[config.mk]
export PLATFORM = sky130hd
export DESIGN_NAME = mem_arbiter
export DESIGN_NICKNAME = d
export VERILOG_FILES = /design/src/rtl/mem_arbiter.sv
export SDC_FILE = /design/constraint.sdc
export NUM_CORES = 1
export LEC_CHECK = 0
export CORE_MARGIN = 1.5
export CORE_UTILIZATION = 37
export CTS_CLUSTER_SIZE = 10
export DETAILED_ROUTE_END_ITERATION = 10
export MAX_ROUTING_LAYER = met4
export PLACE_DENSITY = 0.77
export SETUP_SLACK_MARGIN = 0.5
export SLEW_MARGIN = 5
export SYNTH_ARGS = -nofsm -noshare
export SYNTH_HDL_FRONTEND = slang
export SYNTH_SLANG_ARGS = --single-unit
[constraint.sdc]
create_clock -name clk -period 1.7 [get_ports clk]
set_input_delay 0.34 -clock clk [delete_from_list [all_inputs] [get_ports clk]]
set_output_delay 0.34 -clock clk [all_outputs]
set_load 0.05 [all_outputs]
[src/rtl/mem_arbiter.sv]
// Memory port arbiter between instruction fetch and load/store.
// Registers the winner onto the memory port and aborts on a stuck ack.
module mem_arbiter #(
   parameter int ADDR_W  = 32,
   parameter int DATA_W  = 32,
   parameter int TIMEOUT = 255
) (
   input  logic                clk,
   input  logic                reset,
   input  logic                if_req,
   input  logic [ADDR_W-1:0]   if_addr,
   output logic [DATA_W-1:0]   if_rdata,
   output logic                if_done,
   output logic                if_err,
   input  logic                d_req,
   input  logic                d_we,
   input  logic [ADDR_W-1:0]   d_addr,
   input  logic [DATA_W-1:0]   d_wdata,
   input  logic [DATA_W/8-1:0] d_be,
   output logic [DATA_W-1:0]   d_rdata,
   output logic                d_done,
   output logic                d_err,
   output logic                mem_req,
   output logic                mem_we,
   output logic [ADDR_W-1:0]   mem_addr,
   output logic [DATA_W-1:0]   mem_wdata,
   output logic [DATA_W/8-1:0] mem_be,
   input  logic                mem_ack,
   input  logic [DATA_W-1:0]   mem_rdata
);

   localparam int CW = $clog2(TIMEOUT + 1);

   typedef enum logic [1:0] {IDLE, ISSUE, RESP} state_t;

   state_t        state, state_n;
   logic [CW-1:0] cnt;
   logic          last_d;
   logic          owner_d;
   logic          grant;
   logic          grant_d;
   logic          acked;
   logic          expired;

   // On a tie the requester not served last wins.
   always_comb begin
      state_n = state;
      grant   = 1'b0;
      grant_d = 1'b0;
      acked   = 1'b0;
      expired = 1'b0;
      case (state)
         IDLE: begin
            if (if_req || d_req) begin
               grant   = 1'b1;
               grant_d = d_req && (!if_req || !last_d);
               state_n = ISSUE;
            end
         end
         ISSUE: begin
            if (mem_ack) begin
               acked   = 1'b1;
               state_n = RESP;
            end else if (cnt == CW'(TIMEOUT - 1)) begin
               expired = 1'b1;
               state_n = RESP;
            end
         end
         RESP:    state_n = IDLE;
         default: state_n = IDLE;
      endcase
   end

   always_ff @(posedge clk) begin
      if (reset) begin
         state <= IDLE;
      end else begin
         state <= state_n;
      end
   end

   always_ff @(posedge clk) begin
      if (reset) begin
         cnt       <= '0;
         last_d    <= 1'b0;
         owner_d   <= 1'b0;
         mem_req   <= 1'b0;
         mem_we    <= 1'b0;
         mem_addr  <= '0;
         mem_wdata <= '0;
         mem_be    <= '0;
         if_rdata  <= '0;
         if_done   <= 1'b0;
         if_err    <= 1'b0;
         d_rdata   <= '0;
         d_done    <= 1'b0;
         d_err     <= 1'b0;
      end else begin
         if_done <= 1'b0;
         if_err  <= 1'b0;
         d_done  <= 1'b0;
         d_err   <= 1'b0;
         if (grant) begin
            owner_d <= grant_d;
            mem_req <= 1'b1;
            cnt     <= '0;
            if (grant_d) begin
               mem_we    <= d_we;
               mem_addr  <= d_addr;
               mem_wdata <= d_wdata;
               mem_be    <= d_be;
            end else begin
               mem_we    <= 1'b0;
               mem_addr  <= if_addr;
               mem_wdata <= '0;
               mem_be    <= '1;
            end
         end
         if (state == ISSUE && !acked && !expired) begin
            cnt <= cnt + CW'(1);
         end
         // Timed-out transactions return zero data.
         if (acked || expired) begin
            mem_req <= 1'b0;
            if (owner_d) begin
               d_done  <= 1'b1;
               d_err   <= expired;
               d_rdata <= acked ? mem_rdata : '0;
            end else begin
               if_done  <= 1'b1;
               if_err   <= expired;
               if_rdata <= acked ? mem_rdata : '0;
            end
         end
         if (state == RESP) begin
            last_d <= owner_d;
         end
      end
   end

endmodule

# After elaboration in Yosys (flattened, before gate mapping)
# Cells that the tools add are included.
# op_classes
reduce_logical,19
addsub,1
n_eq_ne,5
mux,22
bitwise_logic,2
# ops
op,n
32-bit 2-to-1 mux,3
8-bit 2-to-1 mux,2
1-bit 2-to-1 mux,12
"8-bit by 1-bit adder with 8-bit output, second input constant",1
"8-bit equality test, second input constant",1
2-bit 2-to-1 mux,3
2-bit AND reduction,3
3-bit OR reduction,2
1-bit zero test,4
4-bit 2-to-1 mux,1
2-bit case mux with 2 select lines,1
2-bit OR reduction,2
1-bit logical AND,3
1-bit logical OR,3
"3-bit inequality test, second input constant",1
"2-bit by 1-bit equality test with 1-bit output, second input constant",1
"2-bit equality test, second input constant",1
2-bit zero test,1
"2-bit inequality test, second input constant",1
1-bit inverter,2
2-bit nonzero test,1
# totals
elab_cells,64
output_inout_bits,138
reg_bits,150

# Logic depth before layout (Yosys ltp)
# Gate-level depths: netlist of run 1.
# logic_depth
depth_word,7
ltp_mapped,8

# Least setup slack after synthesis of run 1
# OpenSTA, ideal clock, no wires.
# synth_timing
path_type,register -> register
from,reg cnt[0]
to,reg d_rdata[0]
n_path_buf,2
t_required_ps,1612
t_arrival_ps,1671
setup_time_ps,88
stages_incl_launch_ff,9
slack_ps,-60
path_cell_list,dfxtp_1 > inv_1 > ha_1 > and4_1 > a21o_1 > and2_1 > buf_6 > buf_6 > a311oi_2
# synth_via
elab_chain_len,6
# synth_lines
element,line_no,rtl
from (decl),37,logic [CW-1:0] cnt;
from (signal assigned),120,cnt <= cnt + CW'(1);
8-bit equality test,64,end else if (cnt == CW'(TIMEOUT - 1)) begin
1-bit 2-to-1 mux,64,
1-bit 2-to-1 mux,61,if (mem_ack) begin
1-bit 2-to-1 mux,52,case (state)
1-bit logical OR,123,if (acked || expired) begin
2-bit AND reduction (no line),n/a,
to (signal assigned),128,d_rdata <= acked ? mem_rdata : '0;
to (decl),20,"output logic [DATA_W-1:0] d_rdata,"
# Every way passes these cells.
# A chain may end at the register's enable or synchronous reset.

# Worst setup path in the final report of run 1
# layout_timing
from,reg state[0]
to,reg mem_addr[19]
# layout_via
elab_chain_len,3
word_cells_on_any_way,4
cone_classes,3 x mux; 1 x reduce/logical
# layout_lines
element,line_no,rtl
from (decl),36,"state_t state, state_n;"
from (signal assigned),78,state <= state_n;
2-bit zero test *,52,
1-bit 2-to-1 mux,52,
32-bit 2-to-1 mux,107,if (grant_d) begin
to (signal assigned),109,mem_addr <= d_addr;
to (signal assigned),114,mem_addr <= if_addr;
to (decl),25,"output logic [ADDR_W-1:0] mem_addr,"
# Every way passes the cells marked *; elsewhere a longest branch is shown, timed or not.

==> results of run 1 <==
power breakdown:
part	leakage (uW)	switching (uW)	internal (uW)
Clock	0.000265	1700	2050
Sequential	0.00129	245	3790
Combinational	0.00351	2020	1920
what timing repair did:
item,4_1_cts,5_1_grt
pin swaps,7,74
resized for setup,411,201
endpoints found under the setup margin,280,287
setup buffers,21,74
cloned,15,9
kinds of logic (layout without fill, tap and decap cells):
logic type               count (synthesis)  after routing  share of synthesized area
adder cells (fa/ha/maj)                  2              2                    0.00431
multiplexers                             1              1                    0.00172
AND/OR/NAND/NOR                        209            209                      0.151
other                                    0              1                          0
AO/OA/AOI/OAI                          186            187                      0.275
buffers and inverters                   62            463                     0.0509
flip-flops                             150            150                      0.517
Yosys cell counts (all sizes together), types with 2 or more instances:
| library cell | count |
|---|---|
| and2 | 2 |
| a22o | 32 |
| inv | 3 |
| and3 | 6 |
| o21ai | 3 |
| a22oi | 33 |
| buf | 31 |
| a21oi | 41 |
| nor2 | 70 |
| nor3 | 3 |
| nand3 | 10 |
| ha | 2 |
| o221a | 4 |
| a311oi | 64 |
| dfxtp | 150 |
| nor4 | 2 |
| nand4 | 3 |
| nand2 | 101 |
| a31oi | 3 |
| and4 | 2 |
| nand2b | 3 |
| clkbuf | 28 |
| a21o | 2 |
worst reg2reg max path, delay by kind of cell (launching register included):
kind	cells	cell delay, ps
buffers and inverters	2	270
AND/OR/NAND/NOR	3	550
AO/OA/AOI/OAI	1	320
flip-flops	1	370
metrics by stage:
step	TNS [ps]	utilization	cell area, um^2	std cells	setup WS (ps)
6_report	0	0.828	12600	1224	57.2
5_1_grt	0	0.828	12600	1224	5.88
4_1_cts	0	0.722	11000	1140	132
3_5_place_dp	-12000	0.570	8700	1072	-220
3_3_place_gp	-8980	0.570	8700	1072	-211
2_1_floorplan	0	-	5990	610	150
sequential cells by signal, summed over array words and instances, names as in the netlist, 2 cells and up:
register   count
cnt            8
d_rdata       32
if_rdata      32
mem_addr      32
mem_be         4
mem_wdata     32
state          2
routing by layer:
| metal | track usage | part of all wire |
|---|---|---|
| met3 | 0.0664 | 0.059 |
| met5 | - | 0 |
| met4 | 0.118 | 0.063 |
| met1 | 0.315 | 0.35 |
| met2 | 0.442 | 0.53 |
worst paths after layout:
path	start	to	slack (ps)	cells past startpoint
worst max-delay path	state[0]	mem_addr[19]	60	6
worst max register to register	state[0]	mem_addr[19]	60	6
worst min-delay path	reset	mem_wdata[11]	450	3
worst min register to register	if_rdata[18]	if_rdata[18]	480	1
final cells by class:
cell class	instances	area, um^2	share of cell area
Timing Repair Buffer	428	5310	0.421
Inverter	3	11.3	0.000892
Antenna cell	1	2.50	0.000198
Multi-Input combinational cell	399	3260	0.258
Tap cell	211	264	0.0209
Sequential cell	150	3210	0.254
Clock buffer	17	425	0.0337
Clock inverter	15	141	0.0112
==> flow_summary_export.csv, run 1 <==
group,metric,value,unit
drt,drt-total-wl,28500,um
synthesis,syn_nets,750,
global_routing,grt_pass1_vias,6100,
clock_network,path_clk_slew,70,ps
sta,min_period_over_period,0.966,
setup_path,slowest_delay,370,ps
setup_path,cp.required,2000,ps
setup_path,startpoint_type,"flop",
drt,drtPass1Iterations,5,
clock_network,cts_tree,"done",
drt,vias_per_cell,5.64,
floorplan,initial_core_util,0.380,
synthesis,ys.flop_type,"dfxtp_1",
clock_network,clockBufferDepth,2,
setup_path,worstSetupPathType,"flop to flop",
run_status,status,"finished clean",
synthesis,yosys-top-cells-area,"dfxtp_1 (52%), a311oi_2 (7.0%), nand2_1 (6.5%)",
drt,vias,6908,
power,irDropWorstVdd,859,uV
floorplan,die_w,128,um
synthesis,yosysSeqAreaShare,0.517,
global_routing,grt_max_degree,43,
final_layout,layout_common_cells,"dfxtp_2 (138), buf_8 (138), clkdlybuf4s50_1 (134)",
setup_path,critPathSlowestCell,"dfxtp_4",
sta,min_period,1640,ps
sta,relSlewSlack,0.690,
final_layout,area_growth,118,%
global_routing,gr-total-overflow,0,
synthesis,netlist_area,5800,um^2
floorplan,die_area,16400,um^2
synthesis,ys_types,40,
setup_path,crit_chain,"nor2_4 -> and3_4 -> buf_6 -> buf_16 -> nand2_1 -> a311oi_2",
power,power.leakage,0.00507,uW
synthesis,yosys_warnings,0,
placement,hpwlAfterDp,12600,um
setup_path,worst-path-buf-inv,2,
floorplan,core_area,15300,um^2
clock_network,insertion_delay,430,ps
synthesis,synth_edf_count,0,
sta,fmax,0.609,GHz
drt,drt_drc_violations_left,0,
floorplan,rows,45,
power,p_per_area,928,nW/um^2
clock_network,cts_sinks,150,
sta,final-hold-violation-count,0,
final_layout,fillers,717,
setup_path,crit_arrival,1950,ps
drt,post_drt_wl_per_cell,23.3,um
synthesis,postSynthCellCount,610,
synthesis,synth_top_area_frac,0.517,
setup_path,critPathMaxFanout,7,
sta,holdWs,452,ps
floorplan,ios,276,
clock_network,cts_root_buf,"clkbuf_16",
final_layout,fin_nets,1139,
placement,gp_congestion,0.817,
global_routing,grt_usage,0.270,
clock_network,htreeDepth,4,
synthesis,synthArstFlopShare,0,
run,cap_violations,0,
final_layout,drive_gt1_frac,0.621,
sta,skew,11.1,ps
setup_path,critical-path-top-delay-family,"simple AND/OR/NAND/NOR gates",
clock_network,cts_made_buffers,17,
sta,worst_pin_slew,465,ps
setup_path,endpoint_kind,"flop",
clock_network,postCtsHoldBufs,0,
synthesis,synth_seq_cells,150,
synthesis,avgSynthCellArea,9.52,um^2
power,total_power,11700,uW
sta,slew_violations,0,
global_routing,antenna_found_initial,1,
worst_hold_path,hold_class,"input pin to flop",
floorplan,dieHeight,128,um
drt,drtAntennaViolNets,0,
sta,setup_viol,0,
drt,drtIter0Drc,414,
global_routing,grt_pass1_wl,33300,um
placement,port_buffers,275,
sta,rsz0062_at_grt,"true",
synthesis,synth_top_area_cell,"dfxtp_1",
No activity file was read; power rests on OpenSTA's default activity.
==> run 2, diff against run 1 <==
- CTS_CLUSTER_DIAMETER: not set -> 40
- REMOVE_ABC_BUFFERS: not set -> 1
==> flow_summary_export.csv, run 2 (same netlist as run 1, synthesis figures left out) <==
group,metric,value,unit
run_status,status,"finished, violations left",
run_status,violations,"setup timing",
final_layout,area_growth,123,%
drt,vias,7630,
drt,drtPass1Iterations,5,
placement,hpwlAfterDp,12600,um
setup_path,critPathMaxFanout,7,
clock_network,cts_made_buffers,17,
sta,fmax,0.560,GHz
setup_path,rrSetupSlack,-90,ps
drt,post_drt_wl_per_cell,28.4,um
placement,gp_congestion,0.827,
floorplan,ios,276,
setup_path,setup.worst_path.end,"mem_addr[13]",
setup_path,critPathSlowestCell,"dfxtp_4",
setup_path,crit_chain,"nor2_4 -> buf_6 -> o21a_4 -> buf_6 -> buf_6 -> buf_16 -> buf_12 -> nor2_2 -> a311oi_2",
sta,fin_ws,-85.0,ps
worst_hold_path,worstHoldPathCells,2,
setup_path,slowest_delay,370,ps
setup_path,path_common_cell,"buf_6",
drt,drt_drc_violations_left,0,
setup_path,endpoint_kind,"flop",
placement,dp_slack,-259,ps
global_routing,grt_pass1_wl,38200,um
drt,vias_per_cell,6.11,
drt,drtAntennaViolNets,0,
power,total_power,12600,uW
sta,fin_setup_tns,-447,ps
final_layout,fin_nets,1164,
setup_path,reg2reg_to,"mem_addr[13]",
sta,min_period,1790,ps
clock_network,clockBufferDepth,2,
sta,skew,16.4,ps
floorplan,core_area,15300,um^2
clock_network,path_clk_slew,70,ps
global_routing,gr-total-overflow,0,
setup_path,crit_path_start,"state[0]",
worst_hold_path,hold_class,"input pin to flop",
floorplan,dieHeight,128,um
clock_network,cts_sinks,150,
sta,slew_violations,0,
clock_network,cts_root_buf,"clkbuf_16",
setup_path,cp.required,2030,ps
drt,drt-total-wl,35500,um
power,irDropWorstVdd,826,uV
sta,rsz0062_at_grt,"true",
sta,final-hold-violation-count,0,
floorplan,rows,45,
floorplan,initial_core_util,0.380,
clock_network,cts_tree,"done",
sta,worst_pin_slew,754,ps
global_routing,grt_max_degree,47,
power,p_per_area,970,nW/um^2
final_layout,drive_gt1_frac,0.633,
setup_path,crit_arrival,2110,ps
setup_path,worstSetupPathType,"flop to flop",
placement,port_buffers,275,
clock_network,postCtsHoldBufs,0,
drt,drtIter0Drc,781,
global_routing,grt_usage,0.313,
run,cap_violations,0,
final_layout,final_common_cell,"clkdlybuf4s50_1",
clock_network,htreeDepth,4,
floorplan,die_area,16400,um^2
global_routing,grt_pass1_vias,6779,
setup_path,startpoint_type,"flop",
global_routing,antenna_found_initial,1,
sta,relSlewSlack,0.497,
clock_network,insertion_delay,450,ps
final_layout,layout_common_cells,"clkdlybuf4s50_1 (134), dfxtp_2 (130), buf_8 (129)",
setup_path,worstRegToRegCells,9,
setup_path,critical_path.reg2reg.startpoint,"state[0]",
sta,min_period_over_period,1.05,
floorplan,die_w,128,um
sta,setup_viol,16,
worst_hold_path,holdCritStartpoint,"reset",
power,power.leakage,0.00517,uW
==> run 2: area by class of cell <==
type,count,area (um^2)
Tap cell,211,264
Clock buffer,19,443
Fill cell,611,2300
Sequential cell,150,3210
Clock inverter,13,171
Timing Repair Buffer,454,5600
Antenna cell,1,2.50
Multi-Input combinational cell,398,3260
Inverter,3,11.3
==> run 2: per-layer routing <==
metal,global-route usage,share of wire,vias to the layer above
li1,-,-,3082
met1,0.341,0.32,3704
met2,0.531,0.50,603
met3,0.0739,0.091,241
met4,0.166,0.083,0
met5,-,0,-
==> run 2: power breakdown <==
group / leakage, uW / internal, uW / switching (uW)
sequential: 0.00129 / 3790 / 266
combinational: 0.00359 / 2100 / 2260
clock: 0.000283 / 2370 / 1780
total: 0.00517 / 8260 / 4310
==> run 2: per-stage QoR <==
stage	cells	instance area (um^2)	utilization	hold slack, ps
after floorplan	551	5520	-	408
after global placement	1070	8550	0.560	458
after detailed placement	1070	8550	0.560	458
after CTS	1184	11300	0.739	219
after global routing	1249	13000	0.849	250
final	1249	13000	0.849	234
==> run 2: repair_timing <==
action | 4_1_cts | 5_1_grt
gates resized for setup | 325 | 323
cloned | 26 | 5
pin swaps | 68 | 41
setup endpoints to repair | 286 | 287
buffers inserted | 56 | 59
==> run 2: worst min path at each step <==
stage	end
floorplan	d_rdata[0]
global placement	if_rdata[9]
detailed placement	if_rdata[6]
CTS	mem_wdata[7]
finish	mem_wdata[25]
global route	mem_wdata[25]
==> run 2: worst max-delay path: cells and delay by family, from the launching register on <==
family,cells,cell delay [ps]
buffers and inverters,5,580
AO/OA/AOI/OAI,2,490
flip-flops,1,370
AND/OR/NAND/NOR,2,200
==> run 3, diff against run 2 <==
- ABC_AREA: not set -> 1
- CORE_UTILIZATION: 37 -> 38
==> flow_summary_export.csv, run 3 <==
group,metric,value,unit
run_status,status,"finished clean",
floorplan,initial_core_util,0.385,
clock_network,cts_made_buffers,17,
final_layout,final_common_cell,"nand2_1",
sta,worst_pin_slew,594,ps
drt,drtPass1Iterations,6,
sta,min_period_over_period,0.967,
setup_path,cp.required,2060,ps
drt,drtIter0Drc,960,
setup_path,crit_arrival,2000,ps
floorplan,dieHeight,129,um
drt,drt-total-wl,34600,um
sta,holdWs,300,ps
sta,rsz0062_at_grt,"true",
clock_network,cts_tree,"done",
sta,slew_violations,0,
synthesis,netlist_top_cells_count,"nand2_1 (211), dfxtp_1 (150), a21oi_1 (139), inv_1 (74), nor2_1 (49)",
setup_path,endpoint_kind,"flop",
setup_path,critPathMaxFanout,7,
sta,final-hold-violation-count,0,
placement,gp_congestion,0.843,
clock_network,clockBufferDepth,2,
global_routing,grt_max_degree,59,
sta,setup_viol,0,
synthesis,yosys_warnings,0,
clock_network,cts_sinks,150,
final_layout,fin_nets,1333,
power,irDropWorstVdd,1240,uV
drt,vias,8165,
floorplan,die_w,129,um
synthesis,synth.most_common_cell,"nand2_1",
final_layout,area_growth,111,%
clock_network,insertion_delay,450,ps
synthesis,postSynthCellCount,824,
sta,skew,13.8,ps
global_routing,gr-total-overflow,0,
placement,hpwlAfterDp,13300,um
synthesis,netlist_area,6080,um^2
global_routing,grt_usage,0.295,
final_layout,fillers,789,
synthesis,yosys-top-cells-area,"dfxtp_1 (49%), nand2_1 (13%), a21oi_1 (11%)",
synthesis,yosysSeqAreaShare,0.494,
setup_path,startpoint_type,"flop",
sta,fin_setup_tns,0,ps
placement,port_buffers,275,
sta,fin_ws,55.7,ps
global_routing,antenna_found_initial,0,
final_layout,fin_area,12800,um^2
floorplan,core_area,15800,um^2
setup_path,worstSetupPathType,"flop to flop",
power,power.leakage,0.00550,uW
synthesis,synth_seq_cells,150,
sta,min_period,1640,ps
global_routing,grt_pass1_wl,36800,um
sta,relSlewSlack,0.604,
floorplan,rows,46,
drt,post_drt_wl_per_cell,24.3,um
synthesis,synth_edf_count,0,
drt,drtAntennaViolNets,0,
clock_network,path_clk_slew,70,ps
clock_network,htreeDepth,4,
synthesis,synth_top_area_frac,0.494,
final_layout,layout_common_cells,"nand2_1 (163), buf_8 (135), clkdlybuf4s50_1 (134)",
global_routing,grt_pass1_vias,6917,
floorplan,ios,276,
clock_network,cts_root_buf,"clkbuf_16",
synthesis,ys_types,27,
synthesis,synthArstFlopShare,0,
power,p_per_area,894,nW/um^2
sta,fmax,0.608,GHz
synthesis,avgSynthCellArea,7.38,um^2
drt,vias_per_cell,5.74,
worst_hold_path,hold_class,"input pin to flop",
final_layout,diodes,0,
drt,drt_drc_violations_left,0,
placement,placed_area,8790,um^2
synthesis,ys.flop_type,"dfxtp_1",
run,cap_violations,0,
floorplan,die_area,16800,um^2
final_layout,drive_gt1_frac,0.525,
placement,dp_slack,-137,ps
synthesis,synth_top_area_cell,"dfxtp_1",
run 3: cell count changes in the layout (fill, tap and decap cells not counted), sizes merged, moves of 30 or more:
cell | previous run | this run
a311oi | 64 | 1
a22o | 32 | 0
o21ai | 3 | 43
nand4 | 3 | 33
a21oi | 41 | 139
nand2 | 101 | 217
a22oi | 33 | 0
buf | 314 | 263
inv | 6 | 80
nand3 | 10 | 46
run 3: metal layers:
layer	up-vias	track usage	wire, um
met4	0	0.154	2730
met2	657	0.498	17000
met3	245	0.0590	2980
met1	3846	0.332	11900
met5	-	-	0
li1	3417	-	-
run 3: cell families (layout without fill, tap and decap cells):
family          after synthesis  in the layout  share of synthesized area
simple gates                351            351                      0.252
compound gates              182            183                      0.152
flops                       150            150                      0.494
buf+inv                     137            518                     0.0949
fa+ha+maj                     2              2                    0.00412
xor+xnor                      2              2                    0.00288
run 3: what timing repair did:
item	4_1_cts	5_1_grt
pin swaps	10	61
hold buffers	0	0
setup endpoints to repair	288	288
buffers inserted	30	50
resized for setup	489	206
gates cloned	12	12
run 3: worst paths after layout:
check / startpoint / endpoint / slack, ps / cells after the start
max: cnt[0] / cnt[3] / 60 / 10
min reg2reg: if_rdata[17] / if_rdata[17] / 470 / 2
max reg2reg: cnt[0] / cnt[3] / 60 / 10
min: reset / d_rdata[2] / 300 / 2
run 3: critical path: stages, from the launching register on:
cell	delay (ps)
dfxtp_2	340
inv_2	100
ha_4	160
nand2_4	60
nor2_4	140
nand2_2	100
nand2_4	110
buf_4	120
buf_6	130
nand3_1	100
a21oi_1	210
run 3: power by group:
part | internal [uW] | switching [uW] | total, uW | leakage, uW
logic | 1630 | 1930 | 3560 | 0.00392
registers | 3740 | 220 | 3960 | 0.00129
clock network | 2220 | 1710 | 3930 | 0.000281
run 3: metrics by stage:
step                      instances  total power, uW   util
after floorplan                 764             5080      -
after global placement         1286             6040  0.557
after detailed placement       1286             6060  0.557
after CTS                      1360            10600  0.721
after global routing           1422            11700  0.811
final                          1422            11400  0.811
run 3: cell type report:
cell class / count / area [um^2] / area share
well taps: 216 / 270 / 0.0211
clock buffers: 19 / 443 / 0.0346
clock inverters: 13 / 145 / 0.0113
flip-flops and latches: 150 / 3240 / 0.254
multi-input cells: 538 / 3330 / 0.260
repair buffers: 409 / 5060 / 0.396
inverters: 77 / 298 / 0.0233
==> patch 1 (settings of run 3) <==
Set the parameter `DATA_W` to 64 (it was 32).
--- a/src/rtl/mem_arbiter.sv
+++ b/src/rtl/mem_arbiter.sv
@@ -4,3 +4,3 @@
    parameter int ADDR_W  = 32,
-   parameter int DATA_W  = 32,
+   parameter int DATA_W  = 64,
    parameter int TIMEOUT = 255
Interface: changed (7 resized); port bits go from 276 to 444. No check against the original RTL was run, so the function may have changed too.
==> patch 1 against run 3 <==
  * Count of clock-buffer cells in the layout grew 32
  * Die area grew 58%
  * Via count grew 52%
  * Sequential cell count grew 100
  * Critical path type unchanged
  * Utilization grew 1.4 points
  * Global-route usage grew 7.9 points
  * Largest power group is now clock
  * Synthesized area grew 60%
  * Worst setup slack lost 0.029 ns
  * Power grew 83%
  * Wire length grew 52%
  * First-iteration DRC count grew 16%
  * Synthesized cell count grew 60%
  * Final area grew 62%
==> patch 1: results (changes against run 3) <==
Final layout
  – Fill cells: 1113 (was 789)
  – Ant. Diodes: 3 (was 0)
  – FF+latch area: 5320 sq um (was 3240 sq um)
  – Logic inverters: 109 (was 77)
  – Clock buf/inv share: 7.03% (was 4.60%)
  – Share of layout cells above drive strength 1: 53.9% (was 52.5%)
  – Signal buf overhead: 38.6% (was 39.6%)
  – Clkbuf count: 51 (was 19)
  – Sequential share of cell area: 25.6% (was 25.4%)
  – Buffers excl. clock: 621 (was 409)

Route
  – Wire length per cell: 23.3 um (was 24.3 um)
  – Met1 WL: 17200 um (was 11900 um)
  – Initial drt markers: 1116 (was 960)
  – Vias per cell: 5.50 (was 5.74)
  – Met3 routed WL: 5030 um (was 2980 um)
  – Final wirelength: 52600 um (was 34600 um)

Global routing
  – Met3 GRT Util: 11.7% (was 5.90%)
  – Largest net degree at the start of global routing: 115 (was 59)
  – First-pass GRT wire length: 73700 um (was 36800 um)
  – Met2 Use GR: 62.2% (was 49.8%)
  – Vias in the first global route: 13000 (was 6917)
  – M1 GR Usage: 37.4% (was 33.2%)
  – Gr usage total: 37.4% (was 29.5%)

Power
  – VDD IR-drop max: 0.00104 V (was 0.00124 V)
  – Clock net power: 9.03 mW (was 3.93 mW)
  – Switching Fraction: 30.2% (was 33.7%)
  – Leakage: 9.13 nW (was 5.50 nW)

Placed design
  – Pre-CTS setup slack: -0.185 ns (was -0.137 ns)
  – PortBufs: 443 (was 275)
  – Hpwl dp: 23900 um (was 13300 um)

Worst hold path
  – Endpoint, Worst Hold: if_rdata[37]$_SDFFE_PP0P_ (was d_rdata[2]$_SDFFE_PP0P_)

Worst setup path
  – R2R Path End: d_rdata[55]$_SDFFE_PP0P_ (was cnt[3]$_SDFFE_PP0P_)
  – Worst Path Max Fanout: 38 (was 7)
  – R2R cell count: 9 (was 10)
  – Worst reg2reg path startpoint: state[1]$_SDFFE_PP0P_ (was cnt[0]$_SDFFE_PP0P_)
  – Worst path arrival time: 2.10 ns (was 2.00 ns)
  – Setup slack, reg-to-reg: 0.03 ns (was 0.06 ns)

Synthesis
  – Cells after synthesis: 1321 (was 824)
  – Netlist cell types: 24 (was 27)
  – Post-synth top cells: nand2_1 (443), dfxtp_1 (250), a21oi_1 (203) (was nand2_1 (211), dfxtp_1 (150), a21oi_1 (139))
  – Synth top area cells: dfxtp_1 (51%), nand2_1 (17%), a21oi_1 (10%) (was dfxtp_1 (49%), nand2_1 (13%), a21oi_1 (11%))

Clock network
  – CTS max path bufs: 3 (was 2)
  – Inserted Clock Buffers: 41 (was 17)
  – Clk_lat worst skew: 0.52 ns (was 0.45 ns)
  – Clock H-tree levels: 2 (was 4)
  – Reg clk slew, reported paths: 0.05 ns (was 0.07 ns)

Outcome
  – Outcome: complete, no violations (unchanged)

STA
  – Final Skew: 0.0314 ns (was 0.0138 ns)
  – Hold_ws: 0.229 ns (was 0.300 ns)
  – Fin crit period: 1.67 ns (was 1.64 ns)

Floorplan
  – Row count: 58 (was 46)
## patch 1: changes by cell type in the layout (fill, tap and decap cells not counted), moves of 40 or more
cell	delta
a21oi_1	+46
buf_6	+40
buf_8	+67
clkdlybuf4s50_1	+68
dfxtp_2	+119
nand2_1	+138
nand2_2	+49
nand2_4	+40
nand3_1	+40
## patch 1: what timing repair did
action	in CTS	in global routing
gates cloned	27	5
gates resized for setup	1034	113
pin swaps	68	14
endpoints found under the setup margin	484	487
setup buffers	73	8
endpoints found under the hold margin	0	0
## patch 1: cell families (layout without fill, tap and decap cells)
family | after synthesis | after routing | share of synthesized area, %
and+or+nand+nor | 617 | 617 | 26.2
AOI/OAI and AO/OA | 250 | 250 | 12.9
DFF | 250 | 250 | 51.5
buffers and inverters | 200 | 801 | 8.97
adders and majority gates | 2 | 2 | 0.257
xor gates and xnor gates | 2 | 2 | 0.180
other | 0 | 3 | 0
==> patch 2 (flow settings as in run 3) <==
Without the edit above. The 3 states of `state_t` get a one-hot encoding in 3 bits.
--- a/src/rtl/mem_arbiter.sv
+++ b/src/rtl/mem_arbiter.sv
@@ -33,3 +33,3 @@
 
-   typedef enum logic [1:0] {IDLE, ISSUE, RESP} state_t;
+   typedef enum logic [2:0] {IDLE = 3'b001, ISSUE = 3'b010, RESP = 3'b100} state_t;
 
Behaviour: no difference found for any inputs over 4 cycles, from zero or initial values and one cycle with reset high; so few cycles prove little.
==> patch 2 against run 3 <==
  * Synthesized area decreased by 1.2%
  * Worst setup slack improved by 0.049 ns
  * Die area decreased by 1.1%
  * Wire length decreased by 29%
  * Critical path type unchanged
  * Final area decreased by 4.6%
  * Non-clock buffer count decreased by 26
  * Largest power group unchanged
  * Power increased by 5.5%
  * Sequential cell count increased by 1
==> patch 2: results (changes against run 3) <==
Worst setup path
  – R2R Path End: cnt[6]$_SDFFE_PP0P_ (was cnt[3]$_SDFFE_PP0P_)
  – Worst Path Max Fanout: 8 (was 7)
  – R2R cell count: 12 (was 10)
  – Setup slack, reg-to-reg: 0.11 ns (was 0.06 ns)

STA
  – Final Skew: 0.0130 ns (was 0.0138 ns)
  – Rel. slew slack: 74.4% (was 60.4%)

Global routing
  – Largest net degree at the start of global routing: 82 (was 59)
  – First-pass GRT wire length: 35700 um (was 36800 um)
  – Met3 GRT Util: 6.94% (was 5.90%)
  – Gr usage total: 28.8% (was 29.5%)
  – Met2 Use GR: 50.1% (was 49.8%)
  – Vias in the first global route: 7012 (was 6917)
  – M1 GR Usage: 30.9% (was 33.2%)
  – Antenna violations before repair: 1 (was 0)

Route
  – Met3 routed WL: 1770 um (was 2980 um)
  – Vias per cell: 5.17 (was 5.74)
  – Met1 WL: 9050 um (was 11900 um)
  – Wire length on met2: 12800 um (was 17000 um)
  – DRT Pass-1 Iters: 5 (was 6)

Clock network
  – Clk_lat worst skew: 0.42 ns (was 0.45 ns)

Power
  – Leakage: 5.35 nW (was 5.50 nW)

Placed design
  – Gpl congestion: 0.818 (was 0.843)
  – Pre-CTS setup slack: -0.199 ns (was -0.137 ns)
  – Hpwl dp: 12600 um (was 13300 um)

Synthesis
  – Synth top area cells: dfxtp_1 (50%), nand2_1 (15%), nand3_1 (7.6%) (was dfxtp_1 (49%), nand2_1 (13%), a21oi_1 (11%))

Worst hold path
  – Endpoint, Worst Hold: state[0]$_SDFFE_PP1P_ (was d_rdata[2]$_SDFFE_PP0P_)
  – HP Start: d_req (was reset)

Outcome
  – Outcome: complete, no violations (unchanged)
[patch 2: changes by cell type in the layout (fill, tap and decap cells not counted), sizes merged, moves of 20 or more]
cell,change
nand2,+26
o211ai,+32
a21oi,-57
nand4,-33
nand3,+47
nor2,-20
[patch 2: logic make-up after synthesis]
logic type,synth area share [%]
flip-flops,50.3
buffers and inverters,9.02
XOR/XNOR,0.292
AO/OA/AOI/OAI,13.8
adder cells (fa/ha/maj),0.417
AND/OR/NAND/NOR,26.1
[patch 2: power groups by stage]
stage / logic [mW] / clock network [mW] / registers, mW
finish: 3.99 / 4.01 / 4.07
global route: 4.15 / 4.23 / 4.09
CTS: 3.65 / 4.04 / 4.04
detailed placement: 2.52 / 0 / 3.98
global placement: 2.49 / 0 / 3.99
floorplan: 0.625 / 0 / 4.77
[patch 2: how the worst max path moves through the flow]
stage | cells past startpoint | start | slack, ns | endpoint
after floorplan | 3 | owner_d$_SDFFE_PP0P_ | -0.50 | if_err$_SDFF_PP0_
after global placement | 9 | d_req | -0.15 | mem_addr[27]$_SDFFE_PP0P_
after detailed placement | 9 | d_req | -0.20 | mem_addr[24]$_SDFFE_PP0P_
after CTS | 10 | cnt[0]$_SDFFE_PP0P_ | 0.13 | if_rdata[3]$_SDFFE_PP0P_
after global routing | 10 | cnt[0]$_SDFFE_PP0P_ | 0.05 | if_rdata[3]$_SDFFE_PP0P_
final | 12 | cnt[0]$_SDFFE_PP0P_ | 0.11 | cnt[6]$_SDFFE_PP0P_
[patch 2: area by class of cell]
type | count | area (sq um)
clock buffer | 23 | 478
tap | 211 | 264
timing repair buffer | 383 | 4840
sequential | 151 | 3210
clock inverter | 8 | 144
inverter | 64 | 255
antenna | 1 | 2.50
multi-input combinational | 522 | 3020
fill | 864 | 3100
[patch 2: worst max-delay path, stage by stage (launching register included)]
cell     delay, ns
dfxtp_2       0.32
inv_2         0.06
ha_4          0.13
nand2_2       0.05
nor2_2        0.14
nand2_2       0.10
buf_4         0.15
buf_6         0.11
nand2_4       0.09
nand2_4       0.08
inv_6         0.09
nand2_1       0.06
a21oi_1       0.14
[patch 2: repair_timing]
item | 4_1_cts | 5_1_grt
setup buffers | 36 | 27
resized for setup | 524 | 98
gates cloned | 15 | 1
setup endpoints to repair | 284 | 286
pin swaps | 34 | 10
[patch 2: stage by stage]
step                setup TNS [ns]  power [mW]  hold slack, ns  area, sq um  std cells
detailed placement           -9.31        6.50           0.455         8720       1252
global route                     0        12.5           0.357        12200       1363
global placement             -6.84        6.47           0.447         8720       1252
finish                           0        12.1           0.369        12200       1363
floorplan                   -34.71        5.39           0.409         5710        737
CTS                              0        11.7           0.345        11600       1334
